`config.mk`:
```
export PLATFORM = sky130hd
export DESIGN_NAME = stbus_slot_io
export DESIGN_NICKNAME = d
export VERILOG_FILES = /design/src/rtl/stbus_slot_io.sv
export SDC_FILE = /design/constraint.sdc
export NUM_CORES = 1
export LEC_CHECK = 0
export CORE_MARGIN = 2
export CORE_UTILIZATION = 40
export CTS_CLUSTER_DIAMETER = 60
export CTS_CLUSTER_SIZE = 16
export DETAILED_ROUTE_END_ITERATION = 10
export GPL_TIMING_DRIVEN = 0
export PLACE_DENSITY = 0.58
export SETUP_SLACK_MARGIN = 0.1
export SLEW_MARGIN = 30
export SYNTH_ARGS = -nofsm -noshare
export SYNTH_HDL_FRONTEND = slang
export SYNTH_SLANG_ARGS = --single-unit
```
`constraint.sdc`:
```
create_clock -name c4 -period 3.7 [get_ports c4]
set_input_delay 0.555 -clock c4 [delete_from_list [all_inputs] [get_ports c4]]
set_output_delay 0.555 -clock c4 [all_outputs]
set_load 0.01 [all_outputs]
```
`src/rtl/stbus_slot_io.sv`:
```
// ST-BUS single-timeslot I/O stage: locks to the F0 frame pulse, extracts one
// channel byte from dsti and inserts a parallel byte into the same channel on dsto.
module stbus_slot_io #(
  parameter int SAMPLE_PHASE = 1,
  parameter int MISS_LIMIT   = 2
) (
  input  logic       c4,
  input  logic       rst,
  input  logic       f0,
  input  logic       dsti,
  input  logic [4:0] ch_sel,
  input  logic [7:0] tx_byte,
  output logic       dsto,
  output logic       dsto_oe,
  output logic       tx_ack,
  output logic [7:0] rx_byte,
  output logic       rx_valid,
  output logic       locked,
  output logic       frame_err
);

  localparam logic [1:0] ST_HUNT   = 2'd0;
  localparam logic [1:0] ST_CHECK  = 2'd1;
  localparam logic [1:0] ST_LOCKED = 2'd2;

  localparam int   MISS_W     = $clog2(MISS_LIMIT + 1);
  localparam logic SAMPLE_BIT = SAMPLE_PHASE[0];

  // frame counter and alignment state
  logic [8:0]        r_cnt;
  logic [8:0]        w_cnt_nxt;
  logic [1:0]        r_state;
  logic [1:0]        w_state_nxt;
  logic [MISS_W-1:0] r_miss;
  logic [MISS_W-1:0] w_miss_nxt;
  logic              r_frame_err;
  logic              w_ferr_nxt;
  logic [4:0]        r_ch_sel_l;

  logic w_f0_seen;
  logic w_at_end;
  logic w_on_time;
  logic w_off_time;
  logic w_locked;
  logic w_lock_nxt;

  // transmit path
  logic [4:0] w_ch_nxt;
  logic       w_in_slot_nxt;
  logic       w_slot_first_nxt;
  logic [7:0] r_tx_buf;
  logic [7:0] w_tx_data;
  logic       w_tx_bit;
  logic       r_dsto;
  logic       r_dsto_oe;
  logic       r_tx_ack;

  // receive path
  logic       w_rx_sample;
  logic       w_rx_first;
  logic       w_rx_last;
  logic [6:0] r_rx_sh;
  logic       r_rx_run;
  logic       r_rx_valid;
  logic [7:0] r_rx_byte;

  assign w_f0_seen  = ~f0;
  assign w_at_end   = (r_cnt == 9'd511);
  assign w_on_time  = w_f0_seen && w_at_end;
  assign w_off_time = w_f0_seen && !w_at_end;
  assign w_cnt_nxt  = w_f0_seen ? 9'd0 : r_cnt + 9'd1;
  assign w_locked   = (r_state == ST_LOCKED);
  assign w_lock_nxt = (w_state_nxt == ST_LOCKED);

  always_comb begin
    w_state_nxt = r_state;
    w_miss_nxt  = r_miss;
    w_ferr_nxt  = 1'b0;
    case (r_state)
      ST_HUNT: begin
        if (w_f0_seen) w_state_nxt = ST_CHECK;
      end
      ST_CHECK: begin
        if (w_on_time) begin
          w_state_nxt = ST_LOCKED;
          w_miss_nxt  = '0;
        end else if (w_off_time) begin
          w_ferr_nxt = 1'b1;
        end else if (w_at_end) begin
          w_state_nxt = ST_HUNT;
        end
      end
      ST_LOCKED: begin
        if (w_on_time) begin
          w_miss_nxt = '0;
        end else if (w_off_time) begin
          w_ferr_nxt  = 1'b1;
          w_state_nxt = ST_CHECK;
          w_miss_nxt  = '0;
        end else if (w_at_end) begin
          if (r_miss == MISS_W'(MISS_LIMIT - 1)) begin
            w_state_nxt = ST_HUNT;
            w_miss_nxt  = '0;
          end else begin
            w_miss_nxt = r_miss + MISS_W'(1);
          end
        end
      end
      default: begin
        w_state_nxt = ST_HUNT;
        w_miss_nxt  = '0;
      end
    endcase
  end

  always_ff @(posedge c4) begin
    if (rst) begin
      r_cnt       <= '0;
      r_state     <= ST_HUNT;
      r_miss      <= '0;
      r_frame_err <= 1'b0;
      r_ch_sel_l  <= '0;
    end else begin
      r_cnt       <= w_cnt_nxt;
      r_state     <= w_state_nxt;
      r_miss      <= w_miss_nxt;
      r_frame_err <= w_ferr_nxt;
      if (w_at_end) r_ch_sel_l <= ch_sel;
    end
  end

  // TX outputs are registered from the next count, so the channel select must
  // also be the one in force next cycle (fresh ch_sel across the frame wrap).
  assign w_ch_nxt         = w_at_end ? ch_sel : r_ch_sel_l;
  assign w_in_slot_nxt    = (w_cnt_nxt[8:4] == w_ch_nxt);
  assign w_slot_first_nxt = w_in_slot_nxt && (w_cnt_nxt[3:0] == 4'd0);
  assign w_tx_data        = w_slot_first_nxt ? tx_byte : r_tx_buf;
  assign w_tx_bit         = w_tx_data[3'd7 - w_cnt_nxt[3:1]];

  always_ff @(posedge c4) begin
    if (w_slot_first_nxt) r_tx_buf <= tx_byte;
  end

  always_ff @(posedge c4) begin
    if (rst) begin
      r_dsto    <= 1'b1;
      r_dsto_oe <= 1'b0;
      r_tx_ack  <= 1'b0;
    end else begin
      r_dsto_oe <= w_lock_nxt && w_in_slot_nxt;
      r_tx_ack  <= w_lock_nxt && w_slot_first_nxt;
      r_dsto    <= (w_lock_nxt && w_in_slot_nxt) ? w_tx_bit : 1'b1;
    end
  end

  // r_rx_run marks a byte whose every bit was taken while locked
  assign w_rx_sample = w_locked && (r_cnt[8:4] == r_ch_sel_l) && (r_cnt[0] == SAMPLE_BIT);
  assign w_rx_first  = w_rx_sample && (r_cnt[3:1] == 3'd0);
  assign w_rx_last   = w_rx_sample && (r_cnt[3:1] == 3'd7);

  always_ff @(posedge c4) begin
    if (w_rx_sample) r_rx_sh <= {r_rx_sh[5:0], dsti};
  end

  always_ff @(posedge c4) begin
    if (rst) begin
      r_rx_run   <= 1'b0;
      r_rx_valid <= 1'b0;
      r_rx_byte  <= 8'h00;
    end else begin
      r_rx_valid <= w_rx_last && r_rx_run;
      if (w_rx_last && r_rx_run) r_rx_byte <= {r_rx_sh, dsti};
      if (!w_locked)       r_rx_run <= 1'b0;
      else if (w_rx_first) r_rx_run <= 1'b1;
      else if (w_rx_last)  r_rx_run <= 1'b0;
    end
  end

  assign dsto      = r_dsto;
  assign dsto_oe   = r_dsto_oe;
  assign tx_ack    = r_tx_ack;
  assign rx_byte   = r_rx_byte;
  assign rx_valid  = r_rx_valid;
  assign locked    = w_locked;
  assign frame_err = r_frame_err;

endmodule

```
### Yosys cells after proc, flatten, opt, wreduce, memory -nomap -nowiden

Index checks and enable logic that the tools add are counted.

* word-level logic and storage cells: 75
* output and inout bits: 14
* flip-flop bits (word level): 47

* add/sub/neg operators: 3
* reductions and logical operators: 20
* multiplexer cells: 23
* $lt $le $gt $ge: 1
* bitwise logic cells: 5
* equality and inequality tests: 10

Operator list (count)
* two-way mux 2 bit: 13
* case mux 2 bit (3 select lines): 2
* equality test 5 bit: 2
* logical AND 1 bit: 10
* adder 9 x 1 -> 9 bit, second input constant: 1
* equality test 9 bit, second input constant: 1
* two-way mux 9 bit: 1
* two-way mux 8 bit: 1
* OR reduction 2 bit: 3
* two-way mux 5 bit: 1
* NOT 1 bit: 5
* equality test 2 x 1 -> 1 bit, second input constant: 2
* equality test 2 bit, second input constant: 2
* logical NOT 4 bit: 1
* less-than comparator 3 x 4 -> 1 bit, second input constant: 1
* two-way mux 1 bit: 4
* != test 4 bit, second input constant: 1
* binary-select mux 1 bit (select 3 bit): 1
* equality test 3 bit, second input constant: 1
* logical NOT 3 bit: 1
* AND reduction 3 bit: 1
* OR reduction 3 bit: 1
* subtractor 3 bit, first input constant: 1
* adder 2 x 1 -> 2 bit, second input constant: 1
* 4 further kinds: 4

### Longest topological paths before layout

Gate-level depths: netlist of the first run.

* depth after elaboration: 10
* gate-level depth with buffers: 14
* gate-level depth less buffers: 12

### Least setup slack after synthesis of the first run

Ideal clock, no wire load.

* kind: reg-to-reg
* from: reg r_cnt[1]
* to: reg r_tx_buf[0]
* cell stages (with the launch flop): 14
* data required time: 3.579 ns
* data arrival time: 3.104 ns
* library setup time: 0.121 ns
* slack: 0.476 ns
* cell sequence: dfxtp_1 > ha_1 > and2_1 > and2_1 > and3_1 > ha_1 > buf_2 > mux2i_1 > o221a_2 > a221oi_1 > a2111o_1 > or2_1 > buf_2 > mux2_2

* cells in the longest elaborated chain, start to end: 5
* elaborated cells on any way between the ends: 8
* those cells by class: add/sub: 1; eq/ne: 2; mux: 3; reduce/logical: 2

Ends and longest elaborated chain
* from (decl): RTL line 30 `logic [8:0] r_cnt;`
* from (signal assigned): RTL line 124 `r_cnt <= w_cnt_nxt;`
* adder 9 x 1 -> 9 bit / equality test 9 bit (equally long branches): RTL line 71, 68
* two-way mux 9 bit / two-way mux 5 bit (equally long branches)
* equality test 5 bit / logical NOT 4 bit (equally long branches): RTL line 135, 136
* logical AND 1 bit *: RTL line 136 `assign w_slot_first_nxt = w_in_slot_nxt && (w_cnt_nxt[3:0] == 4'd0);`
* two-way mux 8 bit *
* via w_tx_data[0]: RTL line 52 `logic [7:0] w_tx_data;`
* to (signal assigned): RTL line 141 `if (w_slot_first_nxt) r_tx_buf <= tx_byte;`
* to (decl): RTL line 51 `logic [7:0] r_tx_buf;`

The timed path passes the listed nets; every way through them passes the cells marked *.
A chain may end at the register's enable or synchronous reset.

### Worst setup path after layout of the first run

* from: reg r_cnt[1]
* to: reg r_dsto (netlist: dsto)

* cells in the longest elaborated chain, start to end: 10
* elaborated cells on any way between the ends: 25
* those cells by class: add/sub: 2; eq/ne: 3; mux: 12; bitwise: 1; reduce/logical: 7

Ends and longest elaborated chain
* branches (longest 10 deep; another with adder 9 x 1 -> 9 bit)
* to (signal assigned): RTL line 152 `r_dsto <= (w_lock_nxt && w_in_slot_nxt) ? w_tx_bit : 1'b1;`
* to (decl): RTL line 54 `logic r_dsto;`

Several ways; the timed one is not identified. The select of a mux whose other input is x is not followed.

==> key figures, run 1 <==
Outcome
  – Status: completed

Drt
  – Via-to-Cell Ratio: 5.159
  – DR pass1 iterations: 4
  – Number of remaining DRC errors: 0
  – Routed wire length per instance: 13.78 um
  – DR iter-0 viols: 62
  – Post-Route WL: 4521 um
  – Number of vias in the routed layout: 1692
  – Detail Route Antenna Nets: 0

Critical path
  – Worst path cell trace: ha_2 > and2_1 > and2_1 > and3_1 > ha_1 > buf_4 > mux2i_4 > o221a_2 > a221oi_1 > a2111o_1 > or2_1 > o2111a_1 > o311ai_2
  – Crit path arrival time: 3.65 ns
  – Bufs and invs on worst path: 1
  – Critical path class: flop to flop
  – Critical Path Fanout Max: 8
  – Slowest stage delay, CP: 0.43 ns
  – Req. time, crit path: 3.91 ns
  – CP max stage cell: a2111o_1
  – Startpoint types: flop
  – Crit path capture type: flop
  – Crit path top cell by count: and2_1
  – Crit-path leading delay family: compound AO/OA/AOI/OAI gates

Global routing
  – Largest net degree at the start of global routing: 15
  – Grt ovf: 0
  – Vias in the first global route: 1580
  – Initial antenna violation count: 0
  – Global-route wire length before repair: 7521 um
  – All-Layer GR Usage: 16.05%

Layout
  – Area taken by multi-input logic gates: 1096 um^2
  – Area Growth Syn to Fin: 25.58%
  – Utilization after layout: 52.46%
  – Share of post-route cells with drive strength above 1: 12.02%
  – # nets final: 281
  – Fill count: 511
  – # diodes: 0
  – Storage element area: 1018 um^2

Pwr
  – Net Sw Frac: 20.66%
  – Peak supply drop: 0.2047 mV
  – Combinational share of power: 6.6%
  – Sequential share of power: 51.0%
  – Leakage power: 1.047 nW
  – Pwr per Cell Area: 390.6 nW/um^2
  – Clk network pwr share: 42.4%
  – Switch Pwr: 0.0002176 W
  – Int Pwr: 0.0008356 W

STA
  – Final min period: 3.442 ns
  – Slew Limit Headroom: 46.96%
  – Slew @ Worst Pin: 0.7927 ns
  – Final slew viol count: 0
  – Fin crit share: 93.03%
  – # setup viols final: 0
  – Fin. Hold Viols: 0
  – Total negative slack: 0 ns
  – Final setup margin: 0.2578 ns
  – RSZ-0062 raised after global routing: false
  – Clock skew: 0.01025 ns
  – FMAX: 290.5 MHz

Placed design
  – Pre-CTS setup slack: -0.1104 ns
  – Routability Congestion: 0.7734
  – IO Port Bufs: 29
  – DP HPWL: 3241 um

Min path
  – Hold Crit Class: flop to flop

Yosys
  – EDFF count, synth: 7
  – Compound-gate portion of the synthesized area: 10.90%
  – Ys flop type: dfxtp_1
  – Multiplexer share of the synthesized area: 10.66%
  – Mapped Avg Cell Area: 9.715 um^2
  – Leading area contributor after synthesis: dfxtp_1
  – Post-Syn Instances: 221
  – Ys async rst share: 0%
  – Post-synth top area share: 37.30%
  – Synthesized cell area: 2147 um^2
  – Leading post-synthesis cells by cell area: dfxtp_1, edfxtp_1, mux2i_1, nor2_1, ha_1
  – Largest family of logic cells by synthesized area: simple AND/OR/NAND/NOR gates
  – Post-Synth Adder-Cell Area: 4.079%
  – Register area share after synthesis: 47.09%
  – Syn nets: 245
  – Yosys synthesis warning count: 0
  – Library cells used by synthesis: 45
  – Simple-gate share of the synthesized area: 19.99%
  – Yosys reg bits: 47
  – Synth Area in XOR/XNOR: 4.079%

Die
  – Core area: 5140 um^2
  – Die width: 77.27 um
  – IO Count: 31
  – DIE AREA: 5970 um^2
  – Initial Utilization: 41.77%
  – Die Ht: 77.27 um
  – Rows: 26

Clock tree
  – Clk Latency, worst-skew pair: 0.30 ns
  – Clock Pin Slew Worst Setup and Hold Paths: 0.09 ns
  – CTS buffer count: 5
  – Root Buffer: clkbuf_8
  – H-tree Lvls: 2
  – Post-CTS Setup Inserts: 0
  – TritonCTS Sinks: 47
  – TritonCTS clock tree: built
  – Clock Path Buffers: 2

Run
  – Max-cap viol count: 0
metal layers:
layer | GRT usage [%] | vias up | part of all wire [%] | routed length (um)
li1 | - | 859 | - | -
met1 | 20.89 | 792 | 48 | 2187
met2 | 25.83 | 34 | 46 | 2075
met3 | 3.529 | 7 | 4.1 | 184
met4 | 6.429 | 0 | 1.6 | 73
met5 | 0 | - | 0 | 0
final timing paths:
kind | start | endpoint | slack, ns | cells past startpoint
max | r_cnt[1] | dsto | 0.26 | 13
min | r_rx_sh[5] | r_rx_sh[6] | 0.46 | 0
max reg2reg | r_cnt[1] | dsto | 0.26 | 13
min reg2reg | r_rx_sh[5] | r_rx_sh[6] | 0.46 | 0
logic make-up after synthesis:
logic type	count (synthesis)
and+or+nand+nor	84
DFF	47
AOI/OAI and AO/OA	35
muxes	22
buffers and inverters	16
xor gates and xnor gates	10
adders and majority gates	7
timing repair:
item | in CTS | in global routing
resized for setup | 7 | 4
hold buffers | 0 | 0
pin swaps | 0 | 0
endpoints found under the hold margin | 0 | 0
endpoints found under the setup margin | 9 | 1
synth_stat cells (2+ instances only):
master	count
nor3_1	3
mux2i_1	15
xnor2_1	7
nand3_1	10
nand4b_1	2
a211oi_1	2
nand2_1	12
dfxtp_1	40
ha_1	7
a21oi_1	10
o21ai_0	9
o211ai_1	2
and3_1	3
nor2b_1	2
nor3b_1	2
nor2_1	29
nand4_1	4
inv_1	4
clkbuf_1	4
edfxtp_1	7
and2_1	3
mux2_2	7
nand2b_1	4
xor2_1	3
or3_1	4
buf_2	7
stage by stage:
step                      power [W]  hold WS [ns]  cells  cell area (um^2)
after global routing       0.001099        0.4721    328              2696
after global placement    0.0006172        0.4399    320              2525
after CTS                  0.001064        0.4552    328              2679
after detailed placement  0.0006185        0.4362    320              2525
final                      0.001053        0.4565    328              2696
after floorplan           0.0005882        0.4215    221              2147
layout make-up:
class	count	area share [%]
multi-input cells	158	40.65
flip-flops and latches	47	37.77
repair buffers	29	10.77
well taps	70	3.248
clock buffers	6	2.691
clock inverters	2	2.227
plain buffers	12	2.088
inverters	4	0.5568
placed cells by master, fill, tap and decap left out, drive strengths merged, types with 3 or more instances in the layout:
cell and instances:
o21ai 9, nand4 4, buf 8, xor2 3, mux2i 15, nor2 29
or3 4, clkbuf 10, and2 3, and3 3, clkdlybuf4s50 29, a21oi 10
ha 7, dfxtp 40, nand3 11, xnor2 7, inv 4, edfxtp 7
nor3 3, nand2 12, nand2b 4, mux2 7
power by group through the flow:
stage	Sequential (W)	Combinational, W	Clock [W]
after floorplan	0.000547	0.0000410	0
after CTS	0.000538	0.0000698	0.000456
after detailed placement	0.000550	0.0000688	0
final	0.000537	0.0000695	0.000446
after global placement	0.000549	0.0000679	0
after global routing	0.000539	0.0000778	0.000482
sequential cells by signal, summed over array words and instances, names as in the netlist:
signal,count
r_tx_buf,8
rx_valid,1
r_cnt,9
dsto_oe,1
r_rx_sh,7
dsto,1
tx_ack,1
frame_err,1
r_rx_run,1
r_state,2
rx_byte,8
r_ch_sel_l,5
r_miss,2
(Power assumes the default switching activity.)
==> run 2: changes to the inputs <==
--- a/config.mk
+++ b/config.mk
@@ -11,7 +11,7 @@
 export CTS_CLUSTER_SIZE = 16
 export DETAILED_ROUTE_END_ITERATION = 10
 export GPL_TIMING_DRIVEN = 0
-export PLACE_DENSITY = 0.58
+export PLACE_DENSITY = 0.67
 export SETUP_SLACK_MARGIN = 0.1
 export SLEW_MARGIN = 30
 export SYNTH_ARGS = -nofsm -noshare
==> constraint.sdc (replaced) <==
create_clock -name c4 -period 3.7 [get_ports c4]
set_input_delay 0.925 -clock c4 [delete_from_list [all_inputs] [get_ports c4]]
set_output_delay 0.925 -clock c4 [all_outputs]
set_load 0.01 [all_outputs]
==> run 2 against run 1 <==
Against the previous run:
- clock skew is 0.0045 ns lower
- sequential cell count stayed put
- cell count stayed put
- sequential share of layout area is 0.39 points higher
- largest cell class unchanged
- highest routed layer unchanged
==> key figures, run 2 (synthesis results as in run 1) <==
Placed design
  – Pre-CTS setup slack: -0.1167 ns (was -0.1104 ns)
  – Inst Count DP: 320 (unchanged)
  – Placed Area: 2525 um^2 (unchanged)
  – DP HPWL: 3109 um (was 3241 um)
  – Routability Congestion: 0.8197 (was 0.7734)
  – IO Port Bufs: 29 (unchanged)

Layout
  – # nets final: 281 (unchanged)
  – Fill count: 518 (was 511)
  – Design Area, Final: 2669 um^2 (was 2696 um^2)
  – # diodes: 0 (unchanged)
  – Commonest non-fill, non-tap cells in the layout: dfxtp_1, nor2_1, clkdlybuf4s50_1 (unchanged)
  – Largest reg by FF count: r_cnt (unchanged)
  – Largest register FFs: 9 (unchanged)
  – Area Growth Syn to Fin: 24.30% (was 25.58%)
  – Most common cell after layout, fill and taps aside: dfxtp_1 (unchanged)
  – Area taken by multi-input logic gates: 1091 um^2 (was 1096 um^2)
  – Final cell count without fillers: 328 (unchanged)
  – Share of post-route cells with drive strength above 1: 12.02% (unchanged)
  – Storage element area: 1018 um^2 (unchanged)

Min path
  – Hold Crit Class: flop to flop (unchanged)
  – Min-delay src: r_miss[1] (was r_rx_sh[5])
  – Hold path cells: 2 (was 0)

Run
  – Max-cap viol count: 0 (unchanged)

Clock tree
  – TritonCTS Sinks: 47 (unchanged)
  – Clock Path Buffers: 2 (unchanged)
  – H-tree Lvls: 2 (unchanged)
  – TritonCTS clock tree: built (unchanged)
  – Clk Latency, worst-skew pair: 0.30 ns (about the same)
  – Root Buffer: clkbuf_8 (unchanged)
  – Clock Pin Slew Worst Setup and Hold Paths: 0.09 ns (about the same)
  – CTS buffer count: 5 (unchanged)
  – Cts hold-fix bufs: 0 (unchanged)

Global routing
  – Grt ovf: 0 (unchanged)
  – Vias in the first global route: 1595 (was 1580)
  – Met2 Usage GRT: 24.87% (was 25.83%)
  – Met3 global-route usage: 4.235% (was 3.529%)
  – Grt peak-use layer: met2 (unchanged)
  – M1 GR Usage: 20.13% (was 20.89%)
  – Largest net degree at the start of global routing: 16 (was 15)
  – Initial antenna violation count: 0 (unchanged)
  – Global-route wire length before repair: 7424 um (was 7521 um)
  – All-Layer GR Usage: 15.67% (was 16.05%)

Drt
  – Number of remaining DRC errors: 0 (unchanged)
  – Routed wire length per instance: 12.96 um (was 13.78 um)
  – Via-to-Cell Ratio: 5.143 (was 5.159)
  – Number of vias in the routed layout: 1687 (was 1692)
  – Detail Route Antenna Nets: 0 (unchanged)
  – DR pass1 iterations: 4 (unchanged)
  – DR iter-0 viols: 66 (was 62)
  – Post-Route WL: 4250 um (was 4521 um)

STA
  – # setup viols final: 0 (unchanged)
  – Hold Slack: 0.4557 ns (was 0.4565 ns)
  – Slew @ Worst Pin: 0.7683 ns (was 0.7927 ns)
  – Fin. Hold Viols: 0 (unchanged)
  – Fin crit share: 91.82% (was 93.03%)
  – Final setup margin: 0.3025 ns (was 0.2578 ns)
  – Slew Limit Headroom: 48.59% (was 46.96%)
  – Clock skew: 0.005796 ns (was 0.01025 ns)
  – Final min period: 3.397 ns (was 3.442 ns)
  – Final slew viol count: 0 (unchanged)
  – RSZ-0062 raised after global routing: false (unchanged)
  – FMAX: 294.3 MHz (was 290.5 MHz)

Die
  – Die Ht: 77.27 um (unchanged)
  – Rows: 26 (unchanged)
  – Core area: 5140 um^2 (unchanged)
  – DIE AREA: 5970 um^2 (unchanged)
  – Initial Utilization: 41.77% (unchanged)
  – IO Count: 31 (unchanged)
  – Die width: 77.27 um (unchanged)

Pwr
  – Leakage power: 1.034 nW (was 1.047 nW)
  – Peak supply drop: 0.1618 mV (was 0.2047 mV)
  – Total power: 0.0009802 W (was 0.001053 W)
  – Pwr per Cell Area: 367.3 nW/um^2 (was 390.6 nW/um^2)

Critical path
  – Crit-path leading delay family: compound AO/OA/AOI/OAI gates (unchanged)
  – CP endpoint: dsto (unchanged)
  – Worst reg2reg path depth: 13 (unchanged)
  – Critical path class: flop to flop (unchanged)
  – Startpoint types: flop (unchanged)
  – Crit path arrival time: 3.60 ns (was 3.65 ns)
  – CP max stage cell: a2111o_1 (unchanged)
  – Critical Path Fanout Max: 8 (unchanged)
  – Setup crit start: r_cnt[1] (unchanged)
  – Bufs and invs on worst path: 1 (unchanged)
  – Worst path cell trace: ha_2 > and2_1 > and2_4 > and3_1 > ha_1 > buf_4 > mux2i_4 > o221a_2 > a221oi_1 > a2111o_1 > or2_1 > o2111a_1 > o311ai_1 (was ha_2 > and2_1 > and2_1 > and3_1 > ha_1 > buf_4 > mux2i_4 > o221a_2 > a221oi_1 > a2111o_1 > or2_1 > o2111a_1 > o311ai_2)
  – Crit path capture type: flop (unchanged)
  – Worst r2r src: r_cnt[1] (unchanged)
  – Cell depth of the worst setup path: 13 (unchanged)
  – R2r setup slk: 0.30 ns (was 0.26 ns)
  – Slowest stage delay, CP: 0.44 ns (was 0.43 ns)
  – Req. time, crit path: 3.90 ns (was 3.91 ns)
  – Reg2reg end: dsto (unchanged)

Outcome
  – Status: completed (unchanged)
-- run 2: changes by cell type in the layout (fill, tap and decap cells not counted) --
cell | before | now
and2_1 | 3 | 2
and2_4 | 0 | 1
bufinv_16 | 2 | 1
clkinvlp_4 | 0 | 1
o311ai_1 | 0 | 1
o311ai_2 | 1 | 0
-- run 2: per-layer routing --
metal	vias to the layer above	wire [um]
li1	857	-
met1	792	1991
met2	31	2007
met3	7	169
met4	0	82
met5	-	0
-- run 2: worst min-delay path by stage --
stage | end | slack [ns]
2_1_floorplan | r_miss[1] | 0.42
3_3_place_gp | r_rx_sh[3] | 0.44
3_5_place_dp | r_rx_sh[6] | 0.44
4_1_cts | r_miss[1] | 0.46
5_1_grt | r_rx_sh[4] | 0.47
6_report | r_miss[1] | 0.46
-- run 2: area by class of cell --
type                    instances  share of cell area (%)
multi-input cells             158                   40.88
plain buffers                  12                   2.110
clock inverters                 2                   1.406
clock buffers                   6                   2.719
flip-flops and latches         47                   38.16
inverters                       4                  0.5626
repair buffers                 29                   10.88
well taps                      70                   3.282
-- run 2: repair_timing --
item | 4_1_cts | 5_1_grt
buffers inserted | 0 | 0
hold endpoints to repair | 0 | 0
gates resized for setup | 4 | 8
endpoints found under the setup margin | 8 | 9
-- run 2: worst register-to-register path: stages, from the launching register on --
cell	delay, ns
dfxtp_4	0.39
ha_2	0.23
and2_1	0.18
and2_4	0.16
and3_1	0.19
ha_1	0.15
buf_4	0.18
mux2i_4	0.29
o221a_2	0.21
a221oi_1	0.11
a2111o_1	0.44
or2_1	0.25
o2111a_1	0.25
o311ai_1	0.28
-- run 2: through the flow --
step | util, % | setup TNS (ns)
6_report | 51.92 | 0
5_1_grt | 51.92 | 0
4_1_cts | 51.56 | 0
3_5_place_dp | 49.12 | -0.1167
3_3_place_gp | 49.12 | -0.08767
2_1_floorplan | - | 0
-- run 2: report_power, final --
part	leakage [nW]	switching, W	internal (W)
clock	0.0514	0.000173	0.000202
combinational	0.592	0.0000319	0.0000368
sequential	0.390	0.00000783	0.000529
total	1.03	0.000213	0.000767
